**src/rtl/timer_irq_source.sv**
```systemverilog
// timer_irq_source: memory-mapped countdown timer driving HWInt[2]; define TIMER_PRESCALE_EN to add the count prescaler
module timer_irq_source #(
  parameter int PRESCALE_DIV = 4
) (
  input  logic        clk,
  input  logic        reset,
  input  logic [1:0]  addr,
  input  logic        we,
  input  logic [31:0] wdata,
  output logic [31:0] rdata,
  input  logic        int_ack,
  output logic        irq
);
  typedef enum logic [1:0] {IDLE, LOAD, CNT, INT} state_t;
  state_t state, state_next;
  logic [3:0] ctrl;
  logic [31:0] preset, count;
  logic irq_flag, tick, en, auto_reload, ctrl_we, preset_we;
  assign en = ctrl[0];
  assign auto_reload = ctrl[2:1] == 2'd1;
  assign ctrl_we = we && addr == 2'd0;
  assign preset_we = we && addr == 2'd1;
`ifdef TIMER_PRESCALE_EN
  localparam int PW = $clog2(PRESCALE_DIV) + 1;
  logic [PW-1:0] pre;
  assign tick = pre == PW'(PRESCALE_DIV - 1);
  // prescale counter: zeroed on load, free-runs while counting and wraps on each tick
  always_ff @(posedge clk or posedge reset)
    if (reset) pre <= '0;
    else if (state == LOAD) pre <= '0;
    else if (state == CNT) pre <= tick ? '0 : pre + 1'b1;
`else
  assign tick = PRESCALE_DIV > 0;
`endif
  // next-state: EN is sampled every cycle, the zero test only on ticks
  always_comb begin
    state_next = state;
    case (state)
      IDLE: state_next = en ? LOAD : IDLE;
      LOAD: state_next = CNT;
      CNT: state_next = !en ? IDLE : (tick && count == '0) ? INT : CNT;
      INT: state_next = auto_reload ? LOAD : IDLE;
      default: state_next = IDLE;
    endcase
  end
  // state register
  always_ff @(posedge clk or posedge reset)
    if (reset) state <= IDLE;
    else state <= state_next;
  // bus writes win over the one-shot EN clear at interrupt
  always_ff @(posedge clk or posedge reset)
    if (reset) begin
      ctrl <= '0;
      preset <= '0;
    end else begin
      if (ctrl_we) ctrl <= wdata[3:0];
      else if (state == INT && !auto_reload) ctrl[0] <= 1'b0;
      if (preset_we) preset <= wdata;
    end
  // COUNT loads from PRESET and steps down on live ticks, never below zero
  always_ff @(posedge clk or posedge reset)
    if (reset) count <= '0;
    else if (state == LOAD) count <= preset;
    else if (state == CNT && en && tick && count != '0) count <= count - 1'b1;
  // irq_flag: CTRL write clears, INT sets, then ack or pulse expiry clears
  always_ff @(posedge clk or posedge reset)
    if (reset) irq_flag <= 1'b0;
    else if (ctrl_we) irq_flag <= 1'b0;
    else if (state == INT) irq_flag <= 1'b1;
    else if (int_ack || auto_reload) irq_flag <= 1'b0;
  assign rdata = addr == 2'd0 ? {28'b0, ctrl} : addr == 2'd1 ? preset : addr == 2'd2 ? count : '0;
  assign irq = irq_flag & ctrl[3];
endmodule

```
**config.mk**
```make
export PLATFORM = sky130hd
export DESIGN_NAME = timer_irq_source
export DESIGN_NICKNAME = d
export VERILOG_FILES = /design/src/rtl/timer_irq_source.sv
export SDC_FILE = /design/constraint.sdc
export NUM_CORES = 1
export LEC_CHECK = 0
export CAP_MARGIN = 10
export CORE_MARGIN = 8
export CORE_UTILIZATION = 50
export CTS_CLUSTER_DIAMETER = 50
export DETAILED_ROUTE_END_ITERATION = 6
export PLACE_DENSITY_LB_ADDON = 0.05
export SETUP_SLACK_MARGIN = 0.1
export SYNTH_ARGS = -nofsm -noshare
export SYNTH_HDL_FRONTEND = slang
export SYNTH_SLANG_ARGS = --single-unit
```
**constraint.sdc**
```tcl
create_clock -name clk -period 2.81 [get_ports clk]
set_input_delay 0.562 -clock clk [delete_from_list [all_inputs] [get_ports clk]]
set_output_delay 0.562 -clock clk [all_outputs]
set_load 0.02 [all_outputs]
```
==> qor_table.md, run 1 <==
| Parameter | Value | Unit |
|---|---|---|
| Outcome | finished clean | - |
| Setup violations, final | 0 | - |
| P&R area growth vs syn | 27.6 | % |
| Via count of the first global-routing pass | 3459 | - |
| Number of antenna violations at the first check in global routing | 0 | - |
| Static Leak | 0.00204 | uW |
| Final RePlAce weighted congestion | 0.816 | - |
| Most frequent cells after synthesis | dfrtp_1, mux2_2, nor2_1 | - |
| Number of H-tree branching levels | 3 | - |
| Die W | 104 | um |
| Length of the first detailed-routing pass in iterations | 4 | - |
| Final Hold Violating Endpoints | 0 | - |
| Total of fill cells in the finished design | 654 | - |
| Arrival time of data at the critical path endpoint | 2060 | ps |
| First-pass GRT wire length | 17000 | um |
| Hpwl dp | 6870 | um |
| Routed via count divided by cell count | 6.10 | - |
| Post-synthesis simple-gate area fraction | 21.0 | % |
| Worst Setup Path Type | input pin to output port | - |
| Reg2reg setup slack | 210 | ps |
| Worst min-delay path startpoint | preset[0] | - |
| Count of input and output buffers | 70 | - |
| Setup repair after global routing missed its margin | false | - |
| Number of max-cap violations | 0 | - |
| Reg2reg end | count[4] | - |
| Maximum number of pins on one net before global-route repair | 55 | - |
| Most numerous cell in the Yosys netlist | dfrtp_1 | - |
| Max Fclk | 382 | MHz |
| Delay of the slowest cell on the worst path | 450 | ps |
| GR Util All Layers | 18.7 | % |
| Total of hold buffers inserted after clock tree synthesis | 0 | - |
| Proportion of total power due to net switching | 38.5 | % |
| Share of the synthesized area in compound gates (AO/OA/AOI/OAI) | 18.4 | % |
| Critical-path maximum fanout | 13 | - |
| Clock Pin Slew Worst Setup and Hold Paths | 70 | ps |
| Detailed-route wire length | 10200 | um |
| CTS Root Buffer Type | clkbuf_8 | - |
| Vertical die dimension | 104 | um |
| TritonCTS clock tree | built | - |
| Ratio of cells with drive above 1 in the final layout | 21.0 | % |
| TritonCTS Buffers | 9 | - |
| Number of cells traversed by the worst register-to-register path | 8 | - |
| Synthesized Nets | 417 | - |
| Post-detailed-route DRC marker count | 0 | - |
| Crit end category | output port | - |
| Post-route clock period utilization | 93.3 | % |
| Final period demand of the worst path | 2620 | ps |
| Origin of the critical flop-to-flop path | count[25] | - |
| Share of synthesized area spent on multiplexers | 11.1 | % |
| Max-slew headroom | 29.4 | % |
| Total inserted antenna cells | 0 | - |
| Worst-case vdd ir drop | 0.423 | mV |
| Internal Pwr Total | 2420 | uW |
| Number of violations reported at the end of detailed-routing iteration 0 | 79 | - |
| Adder-cell share of the synthesized area | 0.320 | % |
| Worst clock skew on the final layout | 10.6 | ps |
| Cell with the largest stage delay on the worst path | clkdlybuf4s50_1 | - |
| Finished Core Util | 65.2 | % |
| Total number of yosys warnings | 0 | - |
| Buffer depth of the longest clock path | 2 | - |
| Sequential element share of the synthesized area | 45.4 | % |
| Die Outline Area | 10900 | um2 |
| Post-synthesis cell count | 378 | - |
| Part of the power in registers | 45.3 | % |
| Area of the mapped netlist | 3910 | um2 |
| Startpoint Class | input pin | - |
| First element of the critical path | addr[0] | - |
| Logic gate share of total power | 36.5 | % |
| Crit path capture | rdata[4] | - |
| Combinational family with the most area after synthesis | simple AND/OR/NAND/NOR gates | - |
| Wire length per cell | 18.2 | um |
| Count of antenna-violating nets left after detailed routing | 0 | - |
| Mean instance size in the synthesized netlist | 10.3 | um2 |
| Total power density per cell area | 789 | nW/um2 |
| Post-synthesis share of cell area spent on xor and xnor gates | 0 | % |
| Sinks on the clock net | 71 | - |
| Final layout net count | 497 | - |
| Critical Path, Cell by Cell | clkdlybuf4s50_1 > buf_4 > nor2b_2 > buf_4 > a22o_1 > dlygate4sd2_1 | - |
| Final total negative setup slack | 0 | ps |
| Worst Max-Slew Pin Slew | 1060 | ps |
| Final-report max-slew violation count | 0 | - |
| Number of top-level design ports | 71 | - |
| Primary FF master, synth | dfrtp_1 | - |
| Number of synthesized register bits | 71 | - |
| Effective utilization at floorplan | 51.1 | % |
| Biggest area contributors in the synthesized netlist | dfrtp_1, mux2_2, a22o_1, a31oi_1, nor2_1 | - |
| Worst-Skew Late Latency | 340 | ps |
| Total via count after detailed routing | 3434 | - |
| Placement row count | 32 | - |
| Yosys top cell area share | 45.4 | % |
| Class of the worst hold path | register to register | - |
| Global-route congestion overflow total | 0 | - |
| Switching power of the nets | 1520 | uW |
| EDFF count, synth | 0 | - |
| Ys async rst share | 100 | % |
| Core region area | 7650 | um2 |
| Largest area contributor in the netlist | dfrtp_1 | - |
| Crit path required time | 2250 | ps |
| Number of library cell types mapped by synthesis | 47 | - |
| Clock Power Share | 18.2 | % |
| Worst path most repeated cell | buf_4 | - |
==> registers in the layout (all words and copies together) (netlist names) <==
name	cells
state	2
irq_flag	1
preset	32
count	32
ctrl	4
==> critical path, delay by kind of cell <==
family / cells / cell delay (ps)
buffers and inverters: 4 / 1170
AOI/OAI and AO/OA: 1 / 180
and+or+nand+nor: 1 / 150
==> power groups by stage <==
stage / Sequential, uW / Combinational, uW / Clock [uW]
4_1_cts: 1780 / 1420 / 738
3_5_place_dp: 1790 / 1490 / 0
5_1_grt: 1860 / 1570 / 774
3_3_place_gp: 1780 / 1440 / 0
6_report: 1780 / 1440 / 717
2_1_floorplan: 1680 / 1040 / 0
==> through the flow <==
step | setup slack [ps] | instances | hold WS [ps] | total power [uW] | cell area, um2
after floorplan | 306 | 378 | 483 | 2720 | 3910
after global placement | -76.7 | 545 | 513 | 3220 | 4810
after detailed placement | -90.4 | 545 | 521 | 3280 | 4810
after CTS | 173 | 559 | 534 | 3940 | 4940
after global routing | 102 | 563 | 559 | 4200 | 4990
final | 189 | 563 | 525 | 3940 | 4990
==> timing repair <==
item                       4_1_cts  5_1_grt
setup buffers                    0        2
pin swaps                        0        1
gates cloned                     0        2
setup endpoints to repair       32       22
gates resized for setup         33        8
==> cells by family after synthesis <==
| logic type | after synthesis |
|---|---|
| flip-flops | 71 |
| AND/OR/NAND/NOR | 142 |
| buffers and inverters | 30 |
| multiplexers | 39 |
| adder cells (fa/ha/maj) | 1 |
| AO/OA/AOI/OAI | 95 |
==> placed cells by master (no fill, tap or decap), drive strengths merged, types with 2 or more instances in the layout <==
cell and count:
dfrtp 71, clkdlybuf4s50 38, mux2 35, nor2 32
dlygate4sd2 32, a22o 28, nor3 27, buf 26
a31oi 20, or4 17, or3 16, nand2 14
o21ai 14, clkbuf 13, o31ai 11, and3 8
o32ai 8, or2 6, nand3 5, a21oi 4
mux2i 4, nor3b 3, nand4 3, nor2b 3
inv 3, and4 2, nand3b 2, o41ai 2
nand2b 2
==> worst min-delay path by stage <==
stage,end,slack (ps),depth (start not counted)
6_report,count[0],530,2
5_1_grt,preset[9],560,1
4_1_cts,count[0],530,2
3_5_place_dp,count[0],520,2
3_3_place_gp,ctrl[2],510,1
2_1_floorplan,count[0],480,2
==> cell type report <==
class | instances | area, um2 | area share [%]
timing repair buffer | 96 | 905 | 18.1
clock buffer | 13 | 159 | 3.19
sequential | 71 | 1780 | 35.6
clock inverter | 1 | 5.00 | 0.100
multi-input combinational | 277 | 2000 | 40.2
inverter | 3 | 11.3 | 0.226
tap | 102 | 128 | 2.56
==> per-layer routing <==
layer  global-route usage, %  part of all wire, %  vias to the layer above
met5                       0                    0                        -
li1                        -                    -                     1618
met3                    3.78                  5.0                        8
met4                    6.41                 0.97                        0
met1                    22.9                   44                     1726
met2                    31.7                   50                       82
(Power assumes the default switching activity.)
==> run 2, diff against run 1 <==
CAP_MARGIN = not set   (was 10)
CTS_CLUSTER_SIZE = 12   (was not set)
==> results of run 2 <==
Same layout as run 1: the final DEF is identical, and so are final timing and power.
==> run 3, diff against run 2 <==
--- a/constraint.sdc
+++ b/constraint.sdc
@@ -3,2 +3,2 @@
 set_output_delay 0.562 -clock clk [all_outputs]
-set_load 0.02 [all_outputs]
+set_load 0.01 [all_outputs]
==> run 3 against run 2 <==
Effect of this change: largest power group unchanged; final area increased by 2.0%; sequential power about the same; sequential share of layout area decreased by 0.69 points; non-clock buffer count increased by 1.
==> qor_table.md, run 3 (synthesized netlist as in run 1, its figures left out) <==
| Parameter | Value | Unit | Delta |
|---|---|---|---|
| Worst-Skew Late Latency | 350 | ps | about the same |
| Registers with the most flip-flops | count: 32 flops, preset: 32 flops, ctrl: 4 flops | - |  |
| Internal Pwr Total | 2460 | uW | +1.5% |
| Worst Max-Slew Pin Slew | 1060 | ps | +2.73 ps |
| Switching power of the nets | 1470 | uW | -3.1% |
| CTS Root Buffer Type | clkbuf_8 | - |  |
| Total power density per cell area | 772 | nW/um2 | -2.2% |
| Total of hold buffers inserted after clock tree synthesis | 0 | - | unchanged |
| Wire length per cell | 18.9 | um | +3.8% |
| Outcome | finished clean | - |  |
| Final cell count without fillers | 563 | - | unchanged |
| Count of antenna-violating nets left after detailed routing | 0 | - | unchanged |
| Clock Power Share | 17.6 | % | -0.6 points |
| Origin of the critical flop-to-flop path | count[25] | - |  |
| Ratio of cells with drive above 1 in the final layout | 21.3 | % | +0.22 points |
| Hold slack | 535 | ps | +9.85 ps |
| Hpwl dp | 6840 | um | -0.46% |
| Sequential standard cell area | 1780 | um2 | unchanged |
| Max-slew headroom | 29.2 | % | -0.18 points |
| Worst setup slack before clock tree synthesis | -39.6 | ps | +50.8 ps |
| Cell area after layout | 5090 | um2 | +2.0% |
| Setup repair after global routing missed its margin | true | - |  |
| Die Outline Area | 10900 | um2 | unchanged |
| Vertical die dimension | 104 | um | unchanged |
| Maximum number of pins on one net before global-route repair | 55 | - | unchanged |
| Via count of the first global-routing pass | 3569 | - | +3.2% |
| Crit path required time | 2250 | ps | about the same |
| Sinks on the clock net | 71 | - | unchanged |
| Max Fclk | 378 | MHz | -1.0% |
| Routed via count divided by cell count | 6.11 | - | +0.17% |
| Multi-input gate area in the final layout | 2010 | um2 | +0.50% |
| Final RePlAce weighted congestion | 0.820 | - | +0.53% |
| Number of violations reported at the end of detailed-routing iteration 0 | 161 | - | +100% |
| Logic gate share of total power | 36.5 | % | about the same |
| Static Leak | 0.00200 | uW | -1.7% |
| Global-route congestion overflow total | 0 | - | unchanged |
| Worst clock skew on the final layout | 7.72 | ps | -2.86 ps |
| Class of the worst hold path | register to register | - |  |
| Setup violations, final | 0 | - | unchanged |
| Core region area | 7650 | um2 | unchanged |
| Worst Setup Path Type | input pin to output port | - |  |
| Cell Area, Placed | 4800 | um2 | -0.31% |
| Worst-case vdd ir drop | 0.499 | mV | +18% |
| Final-report max-slew violation count | 0 | - | unchanged |
| Length of the first detailed-routing pass in iterations | 4 | - | unchanged |
| Startpoint Class | input pin | - |  |
| GR Util All Layers | 19.4 | % | +0.72 points |
| Finished Core Util | 66.5 | % | +1.3 points |
| Post-placement cell count | 543 | - | -0.37% |
| Die W | 104 | um | unchanged |
| TritonCTS Buffers | 9 | - | unchanged |
| Post-detailed-route DRC marker count | 0 | - | unchanged |
| Final Hold Violating Endpoints | 0 | - | unchanged |
| Detailed-route wire length | 10600 | um | +3.8% |
| Most common cell after layout, fill and taps aside | dfrtp_1 | - |  |
| First-pass GRT wire length | 17400 | um | +2.6% |
| Total via count after detailed routing | 3440 | - | +0.17% |
| Proportion of total power due to net switching | 37.4 | % | -1.1 points |
| Commonest non-fill, non-tap cells in the layout | dfrtp_1, clkdlybuf4s50_1, mux2_2 | - |  |
| Clock Pin Slew Worst Setup and Hold Paths | 70 | ps | about the same |
| Part of the power in registers | 45.9 | % | +0.6 points |
| Worst min-delay path startpoint | preset[9] | - |  |
| Post-route clock period utilization | 94.2 | % | +0.97 points |
| Placement row count | 32 | - | unchanged |
| Number of H-tree branching levels | 3 | - | unchanged |
| P&R area growth vs syn | 30.1 | % |  |
| Effective utilization at floorplan | 51.1 | % | unchanged |
| Count of input and output buffers | 70 | - | unchanged |
| Buffer depth of the longest clock path | 2 | - | unchanged |
| Total of fill cells in the finished design | 638 | - | -2.4% |
| Number of max-cap violations | 0 | - | unchanged |
| Final period demand of the worst path | 2650 | ps | +27.2 ps |
| Crit end category | output port | - |  |
| Final layout net count | 498 | - | +0.20% |
| Number of antenna violations at the first check in global routing | 0 | - | unchanged |
| Number of top-level design ports | 71 | - | unchanged |
| First element of the critical path | addr[0] | - |  |
| Total inserted antenna cells | 0 | - | unchanged |
| TritonCTS clock tree | built | - |  |
| Final WS setup | 162 | ps | -27.2 ps |
| Arrival time of data at the critical path endpoint | 2090 | ps | +30 ps |
| Critical-path maximum fanout | 16 | - | +3 |
run 3: changes by cell type in the layout (fill, tap and decap cells not counted), sizes merged:
cell	change
dlygate4sd2	-30
clkdlybuf4s50	+28
bufbuf	+2
clkbuf	-2
dlymetal6s2s	+2
buf	-1
clkinv	+1
run 3: final timing paths:
path / end / slack, ps / cells past startpoint
worst max-delay path: rdata[25] / 160 / 5
worst min-delay path: preset[9] / 530 / 1
worst max register to register: count[10] / 170 / 8
worst min register to register: preset[9] / 530 / 1
max in group asynchronous: count[21] / 1510 / 3
min in group asynchronous: irq_flag / 600 / 2
run 3: timing repair:
action,CTS,global route
pin swaps,0,1
gates resized for setup,5,12
gates cloned,2,3
setup endpoints to repair,32,43
buffers inserted,0,2
run 3: worst max-delay path: stages:
cell and delay [ps]:
dlygate4sd2_1 280, nor2b_4 230, bufbuf_16 330, a22o_1 150, clkdlybuf4s50_1 530
run 3: final cells by class:
| type | count | area share, % |
|---|---|---|
| tap | 102 | 2.51 |
| inverter | 3 | 0.221 |
| multi-input combinational | 277 | 39.6 |
| clock buffer | 11 | 2.78 |
| clock inverter | 2 | 0.197 |
| timing repair buffer | 97 | 19.8 |
| sequential | 71 | 34.9 |
run 3: power by group through the flow:
stage	Combinational [uW]	Sequential [uW]	Clock (uW)
after floorplan	966	1680	0
after global placement	1350	1790	0
after detailed placement	1390	1800	0
after CTS	1410	1790	700
after global routing	1570	1870	737
final	1430	1800	693
run 3: metrics by stage:
step / setup TNS (ps) / total power (uW)
2_1_floorplan: 0 / 2650
3_3_place_gp: -27.2 / 3140
3_5_place_dp: -296 / 3200
4_1_cts: 0 / 3910
5_1_grt: 0 / 4180
6_report: 0 / 3930
run 3: routing by layer:
metal | up-vias | wire length (um) | track usage [%]
li1 | 1618 | - | -
met1 | 1714 | 4490 | 23.4
met2 | 95 | 5340 | 32.7
met3 | 13 | 622 | 4.09
met4 | 0 | 174 | 7.76
met5 | - | 0 | 0
